`config.mk`:
```
export PLATFORM = sky130hd
export DESIGN_NAME = stage_accumulator
export DESIGN_NICKNAME = d
export VERILOG_FILES = /design/src/rtl/stage_accumulator.sv
export SDC_FILE = /design/constraint.sdc
export NUM_CORES = 1
export LEC_CHECK = 0
export ABC_AREA = 1
export BUFFER_PORTS_ARGS = -buffer_cell sky130_fd_sc_hd__buf_2
export CAP_MARGIN = 5
export CORE_ASPECT_RATIO = 1.2
export CORE_UTILIZATION = 55
export DETAILED_ROUTE_END_ITERATION = 12
export GPL_ROUTABILITY_DRIVEN = 0
export PLACE_DENSITY = 0.76
export SYNTH_ARGS = -nofsm -noshare
export SYNTH_HDL_FRONTEND = slang
export SYNTH_SLANG_ARGS = --single-unit
```
`constraint.sdc`:
```
create_clock -name clk -period 4.5 [get_ports clk]
set_clock_uncertainty 0.15 [all_clocks]
set_input_delay 0.45 -clock clk [delete_from_list [all_inputs] [get_ports clk]]
set_output_delay 0.45 -clock clk [all_outputs]
set_load 0.03 [all_outputs]
```
`src/rtl/stage_accumulator.sv`:
```
// Cascade stage accumulator: fetches each stage threshold, sums the signed votes
// with saturation, and reports detect/reject per scan window with early exit.
module stage_accumulator #(
  parameter int W_DATA   = 11,
  parameter int W_ACC    = 16,
  parameter int W_ADDR   = 5,
  parameter int N_STAGES = 25
) (
  input  logic                     clk,
  input  logic                     rst,
  input  logic                     vote_valid,
  output logic                     vote_ready,
  input  logic signed [W_DATA-1:0] vote_data,
  input  logic                     vote_last,
  output logic                     thr_addr_valid,
  input  logic                     thr_addr_ready,
  output logic        [W_ADDR-1:0] thr_addr_data,
  input  logic                     thr_valid,
  output logic                     thr_ready,
  input  logic signed [W_DATA-1:0] thr_data,
  output logic        [W_ADDR-1:0] cur_stage,
  output logic                     res_valid,
  input  logic                     res_ready,
  output logic                     res_detect,
  output logic        [W_ADDR-1:0] res_stage
);

  localparam logic [2:0] S_FETCH    = 3'd0;
  localparam logic [2:0] S_WAIT_THR = 3'd1;
  localparam logic [2:0] S_ACCUM    = 3'd2;
  localparam logic [2:0] S_COMPARE  = 3'd3;
  localparam logic [2:0] S_RESULT   = 3'd4;

  localparam logic [W_ADDR-1:0] LAST_STAGE = W_ADDR'(N_STAGES - 1);
  localparam logic signed [W_ACC-1:0] ACC_MAX = {1'b0, {(W_ACC-1){1'b1}}};
  localparam logic signed [W_ACC-1:0] ACC_MIN = {1'b1, {(W_ACC-1){1'b0}}};

  logic        [2:0]        state_q, state_d;
  logic        [W_ADDR-1:0] stage_q, stage_d;
  logic signed [W_ACC-1:0]  acc_q, acc_d;
  logic signed [W_DATA-1:0] thr_q, thr_d;
  logic                     res_detect_q, res_detect_d;
  logic        [W_ADDR-1:0] res_stage_q, res_stage_d;

  logic signed [W_ACC:0]   sum;
  logic signed [W_ACC-1:0] acc_sat;
  logic signed [W_ACC-1:0] thr_ext;
  logic                    pass;

  // One guard bit exposes overflow; the two top bits disagree only when it happened.
  assign sum = (W_ACC+1)'(acc_q) + (W_ACC+1)'(vote_data);

  always_comb begin
    case ({sum[W_ACC], sum[W_ACC-1]})
      2'b01:   acc_sat = ACC_MAX;
      2'b10:   acc_sat = ACC_MIN;
      default: acc_sat = sum[W_ACC-1:0];
    endcase
  end

  assign thr_ext = W_ACC'(thr_q);
  assign pass    = (acc_q >= thr_ext);

  // Handshake outputs are forced low while reset is held.
  assign thr_addr_valid = rst && (state_q == S_FETCH);
  assign thr_ready      = rst && (state_q == S_WAIT_THR);
  assign vote_ready     = rst && (state_q == S_ACCUM);
  assign res_valid      = rst && (state_q == S_RESULT);
  assign thr_addr_data  = stage_q;
  assign cur_stage      = stage_q;
  assign res_detect     = res_detect_q;
  assign res_stage      = res_stage_q;

  always_comb begin
    // NOTE: every next-state signal gets its hold value first, so no path leaves one unassigned and no latch is inferred.
    state_d      = state_q;
    stage_d      = stage_q;
    acc_d        = acc_q;
    thr_d        = thr_q;
    res_detect_d = res_detect_q;
    res_stage_d  = res_stage_q;
    case (state_q)
      S_FETCH: begin
        if (thr_addr_ready) state_d = S_WAIT_THR;
      end
      S_WAIT_THR: begin
        if (thr_valid) begin
          thr_d   = thr_data;
          state_d = S_ACCUM;
        end
      end
      S_ACCUM: begin
        if (vote_valid) begin
          acc_d = acc_sat;
          if (vote_last) state_d = S_COMPARE;
        end
      end
      S_COMPARE: begin
        if (!pass) begin
          res_detect_d = 1'b0;
          res_stage_d  = stage_q;
          state_d      = S_RESULT;
        end else if (stage_q == LAST_STAGE) begin
          res_detect_d = 1'b1;
          res_stage_d  = stage_q;
          state_d      = S_RESULT;
        end else begin
          stage_d = stage_q + W_ADDR'(1);
          acc_d   = '0;
          state_d = S_FETCH;
        end
      end
      S_RESULT: begin
        if (res_ready) begin
          stage_d = '0;
          acc_d   = '0;
          state_d = S_FETCH;
        end
      end
      default: state_d = S_FETCH;
    endcase
  end

  always_ff @(posedge clk) begin
    // NOTE: non-blocking assignments so every register samples the pre-edge values regardless of statement order.
    if (!rst) begin
      state_q      <= S_FETCH;
      stage_q      <= '0;
      acc_q        <= '0;
      thr_q        <= '0;
      res_detect_q <= 1'b0;
      res_stage_q  <= '0;
    end else begin
      state_q      <= state_d;
      stage_q      <= stage_d;
      acc_q        <= acc_d;
      thr_q        <= thr_d;
      res_detect_q <= res_detect_d;
      res_stage_q  <= res_stage_d;
    end
  end

endmodule

```
* After elaboration in Yosys (flattened, before gate mapping)
Index checks and enable logic that the tools add are counted.
Operators by class: add/subtract/negate cells 2, multipliers 0, div/mod/pow operators 0, magnitude comparators 1, eq/ne operators 15, shift-type cells 0, multiplexer cells 22, bitwise operators 0, reduce and logical (&&, ||, !) cells 12
Operator list (count):
- $mux W16 | 4
- $pmux W16 S3 | 1
- $pmux W16 S2 | 1
- $mux W5 | 5
- $mux W3 | 7
- $add A16 B11 Y17 | 1
- $ge A16 B11 Y1 | 1
- $pmux W3 S5 | 1
- $ne A2 B2 Y1 const B | 7
- $pmux W5 S2 | 1
- $reduce_and A5 Y1 | 2
- $eq A3 B2 Y1 const B | 2
- $add A5 B1 Y5 const B | 1
- $eq A5 B5 Y1 const B | 1
- $logic_and A1 B1 Y1 | 4
- $reduce_and A2 Y1 | 2
- $reduce_and A4 Y1 | 1
- $eq A3 B1 Y1 const B | 1
- $eq A3 B3 Y1 const B | 1
- $logic_not A3 Y1 | 1
- $reduce_bool A3 Y1 | 1
- $eq A2 B1 Y1 const B | 1
- $eq A2 B2 Y1 const B | 1
- $mux W1 | 2
- other kinds (2) | 2
Word-level totals: register bits 41, bits in latches 0, RAM bits 0, ROM bits 0, input port bits 29, output and inout port bits 20, word-level logic and storage cells 58, memories 0

* Depth between registers and ports, before layout
Gate-level depths: netlist of run 1.
depth in word-level cells 5, depth in mapped cells 20, gate-level depth less buffers 20

* Worst setup path after synthesis of run 1
Ideal clock, no wire load.
path type input-to-reg, from input port vote_data[0], to register acc_q[7], library setup time 0.064 ns, arrival 2.975 ns, required time 4.286 ns, setup slack 1.311 ns, stages 20, path buffers 1, path through ha_1 fa_1 nand3_1 nand2_1 nand2_1 nand2_1 nand2_1 nand2_1 nand3_1 o2111ai_1 xor2_1 inv_1 ha_1 nor2_1 nor2_1 buf_4 nand2_1 nand4_1 nand2_1 nor2_1
On the way: cells in the longest elaborated chain, start to end 5, elaborated cells between the ends (all ways) 6, classes of those cells add/sub: 1; eq/ne: 2; mux: 3
RTL lines:
- start: declaration | RTL line 13 | input logic signed [W_DATA-1:0] vote_data,
- $add A16 B11 Y17 (*) | RTL line 51 | assign sum = (W_ACC+1)'(acc_q) + (W_ACC+1)'(vote_data);
- $eq A2 B2 Y1 or $eq A2 B1 Y1 (tied branches) | RTL line 54 | case ({sum[W_ACC], sum[W_ACC-1]})
- $pmux W16 S2 (*) | RTL line 54
- $mux W16 (*) | RTL line 93 | if (vote_valid) begin
- $pmux W16 S3 (*) | RTL line 82 | case (state_q)
- end signal: assignment | RTL line 129 | acc_q <= '0;
- end signal: assignment | RTL line 136 | acc_q <= acc_d;
- end: declaration | RTL line 40 | logic signed [W_ACC-1:0] acc_q, acc_d;
Every way passes the cells marked *; elsewhere a longest branch is shown, timed or not. The select of a mux whose other input is x is not followed. A chain may end at the register's enable or synchronous reset.

* Final worst setup path of run 1
from register acc_q[0], to register acc_q[1]
On the way: cells in the longest elaborated chain, start to end 5, elaborated cells between the ends (all ways) 9, classes of those cells add/sub: 1; order compare: 1; eq/ne: 3; mux: 3; reduce/logical: 1
RTL lines (RTL line):
- $add A16 B11 Y17 | 51
- $eq A2 B2 Y1 or $eq A2 B1 Y1 (tied branches) | 54
- $pmux W16 S2 | 54
- $mux W16 | 93
- $pmux W16 S3 | 82
Parallel ways exist; a longest one is shown, timed or not. The select of a mux whose other input is x is not followed.

==> results of run 1 <==
[stage by stage]
stage	utilization [%]	setup WS [ns]	cells
6_report	62.1	0.678	677
5_1_grt	62.1	0.279	677
4_1_cts	62.1	0.698	677
3_5_place_dp	60.7	0.487	670
3_3_place_gp	60.7	0.587	670
2_1_floorplan	-	1.31	558
[power groups by stage]
stage / Clock, µW / Sequential [µW] / Combinational [µW]
final: 245 / 585 / 1820
after global routing: 268 / 599 / 2110
after CTS: 251 / 583 / 1830
after detailed placement: 0 / 591 / 1810
after global placement: 0 / 587 / 1770
after floorplan: 0 / 597 / 1470
[kinds of logic after synthesis]
family,synth area share (%)
buf+inv,14.4
simple gates,36.1
xor+xnor,1.29
compound gates,10.4
fa+ha+maj,13.8
flops,24.1
[layer usage]
layer  GRT usage, %  routed length [µm]  up-vias  part of all wire, %
met5              0                   0        -                    0
met4           8.57                 157        0                  2.1
met3           2.53                 219       14                  2.9
met2           44.2                3650       67                   48
met1           30.8                3620     1427                   47
li1               -                   -     1837                    -
[registers in the layout, indices dropped and copies added, names as in the netlist]
signal,flops
res_stage,5
acc_q,16
res_detect,1
cur_stage,5
thr_q,11
state_q,3
[area by class of cell]
cell class,instances,area (µm²)
timing repair buffer,49,248
multi-input combinational,396,2100
tap,82,103
clock buffer,7,86.3
inverter,102,383
sequential,41,821
fill,590,2280
[how the worst max path moves through the flow]
| stage | start | endpoint | slack (ns) |
|---|---|---|---|
| floorplan | vote_data[0] | acc_q[7] | 1.31 |
| finish | acc_q[0] | acc_q[1] | 0.68 |
| global route | acc_q[0] | acc_q[0] | 0.28 |
| CTS | acc_q[0] | acc_q[1] | 0.70 |
| global placement | vote_data[0] | acc_q[0] | 0.59 |
| detailed placement | vote_data[0] | acc_q[1] | 0.49 |
[tightest hold or removal path, delay by kind of cell]
kind | cells | cell delay, ns
AO/OA/AOI/OAI | 2 | 0.17
buffers and inverters | 1 | 0.07
[cells in the mapped netlist, types with 2 or more instances]
| cell type | number | area [µm²] |
|---|---|---|
| a21oi_1 | 34 | 170 |
| buf_1 | 2 | 7.51 |
| buf_2 | 4 | 20.0 |
| buf_4 | 6 | 45.0 |
| clkbuf_1 | 6 | 22.5 |
| dfxtp_1 | 41 | 821 |
| ha_1 | 36 | 450 |
| inv_1 | 100 | 375 |
| inv_2 | 2 | 7.51 |
| nand2_1 | 163 | 612 |
| nand3_1 | 32 | 160 |
| nand4_1 | 23 | 144 |
| nor2_1 | 59 | 221 |
| nor3_1 | 3 | 15.0 |
| nor3_2 | 2 | 20.0 |
| o21ai_0 | 27 | 135 |
| o22ai_1 | 2 | 12.5 |
| xnor2_1 | 4 | 35.0 |
[layout by cell type, fill, tap and decap left out, types with 2 or more instances in the layout]
cell	Yosys	final
dfxtp_1	41	41
nor3_2	2	2
nor3_1	3	3
buf_2	4	48
o21ai_0	27	27
nor2_1	59	59
a21oi_1	34	34
nand4_1	23	23
o22ai_1	2	2
ha_1	36	36
nand2_1	163	163
clkbuf_8	0	6
inv_2	2	2
nand3_1	32	32
inv_1	100	100
xnor2_1	4	4
==> results.txt, run 1 <==
Comb power frac -> 68.7%
CP Cell Sequence -> ha_1, fa_1, nand3_1, nand2_1, nand2_1, nand2_1, nand2_1, nand2_1, nand3_1, o2111ai_1, xor2_1, inv_1, ha_1, buf_4, nor2_1, nor2_1, o21ai_0, nand4_1, nand2_1, nor2_1
Hold EP -> thr_q[4]
Mapped Cells -> 558
wire length per cell -> 11.3 µm
GRT Util Overall -> 24.8%
root buf cell -> clkbuf_8
Vias -> 3345
Worst-Margin Slew -> 0.790 ns
Tot Pwr -> 2650 µW
setup_tns -> 0 ns
Final Cycle Share -> 84.9%
Design Area, Final -> 3740 µm²
minimum clock period -> 3.82 ns
Fmax -> 0.262 GHz
Synth Cell Area -> 3410 µm²
Slew headroom -> 47.2%
PostCTS Resize Cnt -> 0
Routed WL -> 7.64 mm
reg-to-reg endpoint -> acc_q[1]
most used cell, CP -> nand2_1
hold path depth -> 3
hold_sp -> thr_data[4]
Port Buffers -> 48
number of synthesized flops with an enable pin -> 0
syn nets -> 624
Clock transition at path regs -> 0.07 ns
sw frac -> 53.0%
num rows -> 31
clk_lat worst skew -> 0.29 ns
MaxCap Viol Count -> 0
ANT nets after route -> 0
Initial DRT Pass Iterations -> 5
CP Max Fanout -> 16
Worst VDD drop -> 370 µV
Reg2Reg Depth -> 20
Initial Util -> 56.6%
CTS tree -> built
Hold Vio Cnt, Final -> 0
Yosys reg bits -> 41
Clock Tree Buf Depth -> 2
syn_area_per_cell -> 6.10 µm²
antenna violations before repair -> 0
startpoint types -> flop
Post-DP Area -> 3650 µm²
NetSw -> 1410 µW
RSZ-0062 raised after global routing -> no
Congestion Overflow GR -> 0
min-delay worst type -> input pin to flop
largest net degree at the start of global routing -> 40
Via density -> 4.94
Static Leak -> 0.00213 µW
synthesis-to-finish area growth -> 9.70%
internal power -> 1250 µW
Top Family by Delay on Critical Path -> simple AND/OR/NAND/NOR gates
# DRC -> 0
Layout Nets -> 661
# setup viols final -> 0
r2r setup slk -> 0.68 ns
Arr. time, crit path -> 3.91 ns
Levels on crit path -> 20
Critical R2R Launch -> acc_q[0]
postcts setup bufs -> 0
DIE AREA -> 6510 µm²
CP Capture Type -> flop
Distinct cells, synth -> 30
yosys warns -> 0
Synth Flop Type -> dfxtp_1
Core Footprint -> 6010 µm²
Seq pwr share -> 22.0%
DIE HEIGHT -> 88.2 µm
Power Dens Cells -> 710 nW/µm²
hold_buf cts -> 0
CP max stage delay -> 0.62 ns
Crit Path Category -> flop to flop
number of global-route vias before repair -> 2979
number of buffers and inverters on the critical path -> 2
clk sinks -> 41
die outline width -> 73.8 µm
final HPWL from detailed placement -> 5.96 mm
post-synthesis sequential area ratio -> 24.1%
Initial DRC Count -> 163
status -> complete, no violations
layout cells sized above 1 -> 10.6%
asr flop ratio synth -> 0%
CP required -> 4.58 ns
io pins -> 49
hold_ws -> 0.281 ns
# H-tree levels -> 2
Clk pwr share -> 9.2%
ANT cells -> 0
max-slew violations -> 0
cts bufs inserted -> 5
first-pass GRT wire length -> 12.7 mm
Max stage delay cell, worst path -> nor2_1
Note: power is estimated with default switching activity, not from simulation.
==> inputs of run 2 (changes only) <==
==> constraint.sdc (replaced) <==
create_clock -name clk -period 3.92 [get_ports clk]
set_clock_uncertainty 0.15 [all_clocks]
set_input_delay 0.392 -clock clk [delete_from_list [all_inputs] [get_ports clk]]
set_output_delay 0.392 -clock clk [all_outputs]
set_load 0.03 [all_outputs]
==> run 2 against run 1 <==
Against the previous run: cell area up 1.3%; via count up 1.6%; critical endpoint unchanged; count of clock-buffer cells in the layout down 2; routed wire length down 0.24%; hold slack worse by 0.060 ns; fmax up 12%; non-clock buffer count unchanged; combinational power up 16%; sequential cell count unchanged; clock power up 66%; critical path depth down 1; register-to-register slack worse by 0.16 ns.
==> results.txt, run 2 (synthesis gave the netlist of run 1 again) <==
Port Buffers -> 48 (unchanged)
Largest register FFs -> 16 (unchanged)
CP required -> 4.01 ns (-0.57 ns)
# setup viols final -> 0 (unchanged)
setup_tns -> 0 ns (unchanged)
Comb power frac -> 66.2% (-2.5 points)
hold_buf cts -> 0 (unchanged)
Multi-input gate area -> 2100 µm² (+0.12%)
GRT Util Overall -> 24.3% (-0.48 points)
startpoint types -> flop
NetSw -> 1640 µW (+17%)
layout cells sized above 1 -> 11.1% (+0.49 points)
cts bufs inserted -> 5 (unchanged)
Hold Vio Cnt, Final -> 0 (unchanged)
Core Footprint -> 6010 µm² (unchanged)
Worst VDD drop -> 429 µV (+16%)
largest net degree at the start of global routing -> 40 (unchanged)
MaxCap Viol Count -> 0 (unchanged)
Seq pwr share -> 21.1% (-0.9 points)
die outline width -> 73.8 µm (unchanged)
Crit Path Category -> flop to flop
clk_lat worst skew -> 0.29 ns (about the same)
Initial DRC Count -> 150 (-8.0%)
clk sinks -> 41 (unchanged)
ANT cells -> 0 (unchanged)
sw frac -> 51.5% (-1.5 points)
most frequent cells in the layout -> 163 x nand2_1, 100 x inv_1, 58 x nor2_1
most common cell after layout, fill and taps aside -> nand2_1
Clk pwr share -> 12.7% (+3.5 points)
Routed WL -> 7.62 mm (-0.24%)
Initial Util -> 56.6% (unchanged)
FF/Latch Area -> 821 µm² (unchanged)
internal power -> 1550 µW (+24%)
Via density -> 5.01 (+1.5%)
CTS tree -> built
# DRC -> 0 (unchanged)
status -> complete, no violations
Clock transition at path regs -> 0.08 ns (about the same)
Layout Nets -> 661 (unchanged)
num rows -> 31 (unchanged)
CP Max Fanout -> 15 (-1)
ANT nets after route -> 0 (unchanged)
DIE HEIGHT -> 88.2 µm (unchanged)
minimum clock period -> 3.40 ns (-0.425 ns)
filler instances -> 568 (-3.7%)
Vias -> 3399 (+1.6%)
Static Leak -> 0.00216 µW (+1.1%)
RSZ-0062 raised after global routing -> no
root buf cell -> clkbuf_8
Slew headroom -> 51.2% (+4.1 points)
io pins -> 49 (unchanged)
placed cell count -> 670 (unchanged)
Clock Tree Buf Depth -> 2 (unchanged)
min-delay worst type -> input pin to flop
# H-tree levels -> 2 (unchanged)
synthesis-to-finish area growth -> 11.2%
Cell Count, Final, Fillers Out -> 678 (+0.15%)
Reg with most FFs -> acc_q
DIE AREA -> 6510 µm² (unchanged)
Final Cycle Share -> 86.7% (+1.7 points)
postcts setup bufs -> 0 (unchanged)
max-slew violations -> 0 (unchanged)
first-pass GRT wire length -> 12.4 mm (-1.6%)
CP Capture Type -> flop
biggest regs -> acc_q (16), thr_q (11)
number of global-route vias before repair -> 2822 (-5.3%)
final HPWL from detailed placement -> 5.91 mm (-0.81%)
Power Dens Cells -> 841 nW/µm² (+19%)
antenna violations before repair -> 0 (unchanged)
wire length per cell -> 11.2 µm (-0.38%)
Congestion Overflow GR -> 0 (unchanged)
Arr. time, crit path -> 3.49 ns (-0.42 ns)
Worst-Margin Slew -> 0.731 ns (-0.0589 ns)
Initial DRT Pass Iterations -> 4 (-1)
Fmax -> 0.294 GHz (+12%)
==> run 2: cell types whose count changed in the layout (fill, tap and decap cells not counted) <==
cell	before	now
bufinv_16	0	2
clkbuf_1	1	0
clkbuf_8	6	5
clkinv_2	0	1
nor2_1	59	58
nor2_2	0	1
==> run 2: final cells by class <==
cell class | instances | area share (%)
multi-input cells | 396 | 55.4
flip-flops and latches | 41 | 21.7
inverters | 102 | 10.1
repair buffers | 49 | 6.54
well taps | 82 | 2.71
clock buffers | 5 | 1.82
clock inverters | 3 | 1.72
==> run 2: path summary, 6_finish.rpt <==
kind                    start        to  slack [ns]  cells past startpoint
setup / recovery     acc_q[0]  acc_q[1]        0.52                     19
hold / removal    thr_data[1]  thr_q[1]        0.22                      3
setup reg to reg     acc_q[0]  acc_q[1]        0.52                     19
hold reg to reg      thr_q[0]  thr_q[0]        0.31                      2
==> run 2: worst max-delay path, cell delays in order, from the launching register on <==
cell and delay (ns):
dfxtp_1 0.33, ha_1 0.20, fa_1 0.41, nand3_1 0.09
nand2_1 0.11, nand2_1 0.07, nand2_1 0.10, nand2_1 0.10
nand2_1 0.07, nand3_1 0.07, o2111ai_1 0.11, xor2_1 0.21
inv_1 0.07, ha_1 0.29, nor2_1 0.05, nor2_2 0.42
o21ai_0 0.19, nand4_1 0.12, nand2_1 0.07, nor2_1 0.10
==> run 2: layer usage <==
| metal | vias up | routed length (µm) | track usage [%] |
|---|---|---|---|
| met5 | - | 0 | 0 |
| met4 | 0 | 97 | 6.64 |
| met3 | 11 | 242 | 3.22 |
| met2 | 58 | 3680 | 42.0 |
| met1 | 1495 | 3600 | 31.6 |
| li1 | 1835 | - | - |
==> run 2: power groups by stage <==
stage,Sequential [µW],Clock (µW),Combinational (µW)
floorplan,685,0,1690
global placement,676,0,2050
detailed placement,678,0,2100
CTS,669,411,2110
global route,687,433,2430
finish,671,406,2110
==> run 2: per-stage QoR <==
step	utilization, %	worst slack [ns]	hold WS (ns)	area, µm²	total power [µW]
2_1_floorplan	-	0.789	0.277	3410	2380
3_3_place_gp	60.7	0.196	0.290	3650	2720
5_1_grt	63.0	0.173	0.212	3790	3550
4_1_cts	62.9	0.290	0.218	3780	3190
3_5_place_dp	60.7	0.108	0.297	3650	2780
6_report	63.0	0.523	0.221	3790	3180
==> run 2: timing repair <==
action                                  4_1_cts  5_1_grt
endpoints found under the hold margin         0        0
gates resized for setup                       0        1
endpoints found under the setup margin        0        9
==> inputs of run 3 (changes only) <==
--- a/config.mk
+++ b/config.mk
@@ -5,14 +5,14 @@
 export SDC_FILE = /design/constraint.sdc
 export NUM_CORES = 1
 export LEC_CHECK = 0
-export ABC_AREA = 1
+export ABC_AREA = 0
 export BUFFER_PORTS_ARGS = -buffer_cell sky130_fd_sc_hd__buf_2
 export CAP_MARGIN = 5
 export CORE_ASPECT_RATIO = 1.2
 export CORE_UTILIZATION = 55
 export DETAILED_ROUTE_END_ITERATION = 12
 export GPL_ROUTABILITY_DRIVEN = 0
-export PLACE_DENSITY = 0.76
+export PLACE_DENSITY = 0.77
 export SYNTH_ARGS = -nofsm -noshare
 export SYNTH_HDL_FRONTEND = slang
 export SYNTH_SLANG_ARGS = --single-unit
==> constraint.sdc (replaced) <==
create_clock -name clk -period 3.92 [get_ports clk]
set_clock_uncertainty 0.15 [all_clocks]
set_input_delay 0.784 -clock clk [delete_from_list [all_inputs] [get_ports clk]]
set_output_delay 0.784 -clock clk [all_outputs]
set_load 0.03 [all_outputs]
==> run 3 against run 2 <==
Against the previous run: register-to-register slack improved by 0.04 ns; global-route usage rose by 0.75 points; area after synthesis fell by 7.6%; hold slack improved by 0.084 ns; total power fell by 56%; critical path type is now input pin to flop; largest power group unchanged.
==> results.txt, run 3 <==
GRT Util Overall -> 25.1% (+0.75 points)
leading area contributor after synthesis -> dfxtp_1
syn_area_per_cell -> 7.96 µm² (+30%)
Design Area, Final -> 3550 µm² (-6.2%)
clk sinks -> 41 (unchanged)
Routed WL -> 7.15 mm (-6.3%)
Vias -> 2977 (-12%)
most common cell after layout, fill and taps aside -> nand2_1
cts bufs inserted -> 5 (unchanged)
Max stage delay cell, worst path -> fa_1
DIE HEIGHT -> 84.8 µm (-3.8%)
startpoint types -> input pin
filler instances -> 488 (-14%)
Clock transition at path regs -> 0.08 ns (about the same)
root buf cell -> clkbuf_8
yosys warns -> 0 (unchanged)
final core utilization -> 65.7% (+2.7 points)
Initial DRC Count -> 139 (-7.3%)
Initial DRT Pass Iterations -> 6 (+2)
syn nets -> 461 (-26%)
Top Family by Delay on Critical Path -> compound AO/OA/AOI/OAI gates
Slew headroom -> 22.1% (-29 points)
hold_buf cts -> 0 (unchanged)
CP Capture Type -> flop
Crit Path Category -> input pin to flop
met2 WL -> 3.70 mm (+0.41%)
wire length per cell -> 14.2 µm (+26%)
first-pass GRT wire length -> 12.2 mm (-1.7%)
met1 wire length -> 3.16 mm (-12%)
Multi-input gate area -> 2130 µm² (+1.5%)
most frequent cells in the layout -> 49 x nand2_1, 48 x buf_2, 43 x a21oi_1
Reg with most FFs -> acc_q
CP Max Fanout -> 18 (+3)
Fmax -> 0.276 GHz (-6.3%)
number of global-route vias before repair -> 2850 (+0.99%)
Via density -> 5.92 (+18%)
FF/Latch Area -> 821 µm² (unchanged)
CP Cell Sequence -> buf_2, ha_1, fa_1, a21oi_1, o22ai_1, o21ai_0, a22oi_1, a21oi_1, o221a_2, ha_1, buf_4, nand3_1, mux2_2, a32o_1
Port Buffers -> 48 (unchanged)
setup_tns -> 0 ns (unchanged)
Core Footprint -> 5410 µm² (-10%)
Layout Nets -> 507 (-23%)
Synth Flop Type -> dfxtp_1
# setup viols final -> 0 (unchanged)
RSZ-0062 raised after global routing -> no
Max Used Layer -> met4
largest net degree at the start of global routing -> 19 (-53%)
post-synthesis sequential area ratio -> 26.1% (+2.0 points)
Hold Vio Cnt, Final -> 0 (unchanged)
number of synthesized flops with an enable pin -> 0 (unchanged)
Final Cycle Share -> 92.5% (+5.8 points)
Post-DP Area -> 3450 µm² (-5.6%)
Arr. time, crit path -> 3.66 ns (+0.17 ns)
MaxCap Viol Count -> 0 (unchanged)
# DRC -> 0 (unchanged)
synthesis-to-finish area growth -> 12.9%
DIE AREA -> 6030 µm² (-7.5%)
die outline width -> 71.0 µm (-3.8%)
CTS tree -> built
Worst VDD drop -> 298 µV (-30%)
layout cells sized above 1 -> 18.4% (+7.3 points)
Clock Tree Buf Depth -> 2 (unchanged)
postcts setup bufs -> 0 (unchanged)
commonest cells in the synthesized netlist -> 49 x nand2_1, 43 x a21oi_1, 41 x dfxtp_1, 36 x ha_1, 24 x inv_1
# H-tree levels -> 2 (unchanged)
Mapped Cells -> 395 (-29%)
Synth Cell Area -> 3150 µm² (-7.6%)
ANT cells -> 0 (unchanged)
routed length on met3 -> 201 µm (-17%)
antenna violations before repair -> 0 (unchanged)
Worst-Margin Slew -> 1.16 ns (+0.429 ns)
top-count cell post-synth -> nand2_1
asr flop ratio synth -> 0% (unchanged)
Initial Util -> 58.2% (+1.5 points)
number of buffers and inverters on the critical path -> 2 (+1)
minimum clock period -> 3.63 ns (+0.229 ns)
Largest register FFs -> 16 (unchanged)
post-synth top area share -> 26.1% (+2.0 points)
biggest regs -> acc_q (16), thr_q (11)
io pins -> 49 (unchanged)
Distinct cells, synth -> 63 (+110%)
status -> complete, no violations
CP required -> 3.96 ns (-0.05 ns)
Power Dens Cells -> 394 nW/µm² (-53%)
num rows -> 29 (-6.5%)
ANT nets after route -> 0 (unchanged)
Static Leak -> 0.00158 µW (-27%)
placed cell count -> 496 (-26%)
Congestion Overflow GR -> 0 (unchanged)
Synth area leaders -> dfxtp_1 26%, ha_1 14%, a21oi_1 6.8%, nand2_1 5.8%, o21ai_0 2.9%
final HPWL from detailed placement -> 5.62 mm (-4.9%)
min-delay worst type -> flop to flop
clk_lat worst skew -> 0.30 ns (about the same)
CP max stage delay -> 0.40 ns (-0.02 ns)
Yosys reg bits -> 41 (unchanged)
max-slew violations -> 0 (unchanged)
Cell Count, Final, Fillers Out -> 503 (-26%)
[run 3: cell count changes in the layout (fill, tap and decap cells not counted), moves of 9 or more]
cell	change
nor2_1	-40
inv_1	-76
nor3_1	+9
a21oi_1	+9
nand3_1	-21
nand2_1	-114
nand4_1	-19
buf_4	+11
o21ai_0	-10
[run 3: timing repair]
action / CTS / global route
gates resized for setup: 0 / 2
setup endpoints to repair: 0 / 8
endpoints found under the hold margin: 0 / 0
[run 3: where the power goes]
part           leakage (µW)  internal [µW]  switching (µW)  total, µW
Clock             0.0000540            185             143        328
Combinational       0.00120            243             340        583
Sequential         0.000332            448            39.4        487
Total               0.00158            876             522       1400
[run 3: final timing paths]
kind	slack (ns)	from	endpoint	depth (start not counted)
hold reg to reg	0.31	res_stage[1]	res_stage[1]	2
hold / removal	0.31	res_stage[1]	res_stage[1]	2
setup reg to reg	0.56	acc_q[0]	acc_q[14]	13
setup / recovery	0.29	vote_data[0]	acc_q[14]	14
[run 3: cell families (layout without fill, tap and decap cells)]
logic type	Yosys count	count (layout)	synth area share [%]
flip-flops	41	41	26.1
XOR/XNOR	11	11	3.06
AO/OA/AOI/OAI	123	123	26.7
multiplexers	7	7	2.31
adder cells (fa/ha/maj)	37	37	15.0
buffers and inverters	45	91	6.28
AND/OR/NAND/NOR	131	131	20.6
[run 3: cell type report]
cell class	instances	share of cell area (%)
clock buffer	5	1.94
clock inverter	2	0.986
inverter	24	2.54
multi-input combinational	309	60.0
sequential	41	23.1
tap	62	2.18
timing repair buffer	60	9.30
[run 3: metrics by stage]
stage	total power, µW	hold slack, ns	worst slack, ns
finish	1400	0.306	0.294
global placement	1060	0.291	-0.0455
global route	1500	0.335	0.0499
floorplan	932	0.286	0.102
CTS	1400	0.309	0.154
detailed placement	1070	0.298	-0.147
[run 3: worst reg2reg max path: stages, from the launching register on]
cell	delay, ns
dfxtp_1	0.33
ha_1	0.20
fa_1	0.40
a21oi_1	0.20
o22ai_1	0.13
o21ai_0	0.29
a22oi_1	0.15
a21oi_1	0.21
o221a_2	0.22
ha_1	0.14
buf_4	0.21
nand3_1	0.10
mux2_2	0.27
a32o_1	0.25
[run 3: metal layers]
metal	GRT usage [%]	vias up
met5	0	-
met4	7.64	0
met3	4.16	10
met2	46.0	56
met1	29.7	1368
li1	-	1543
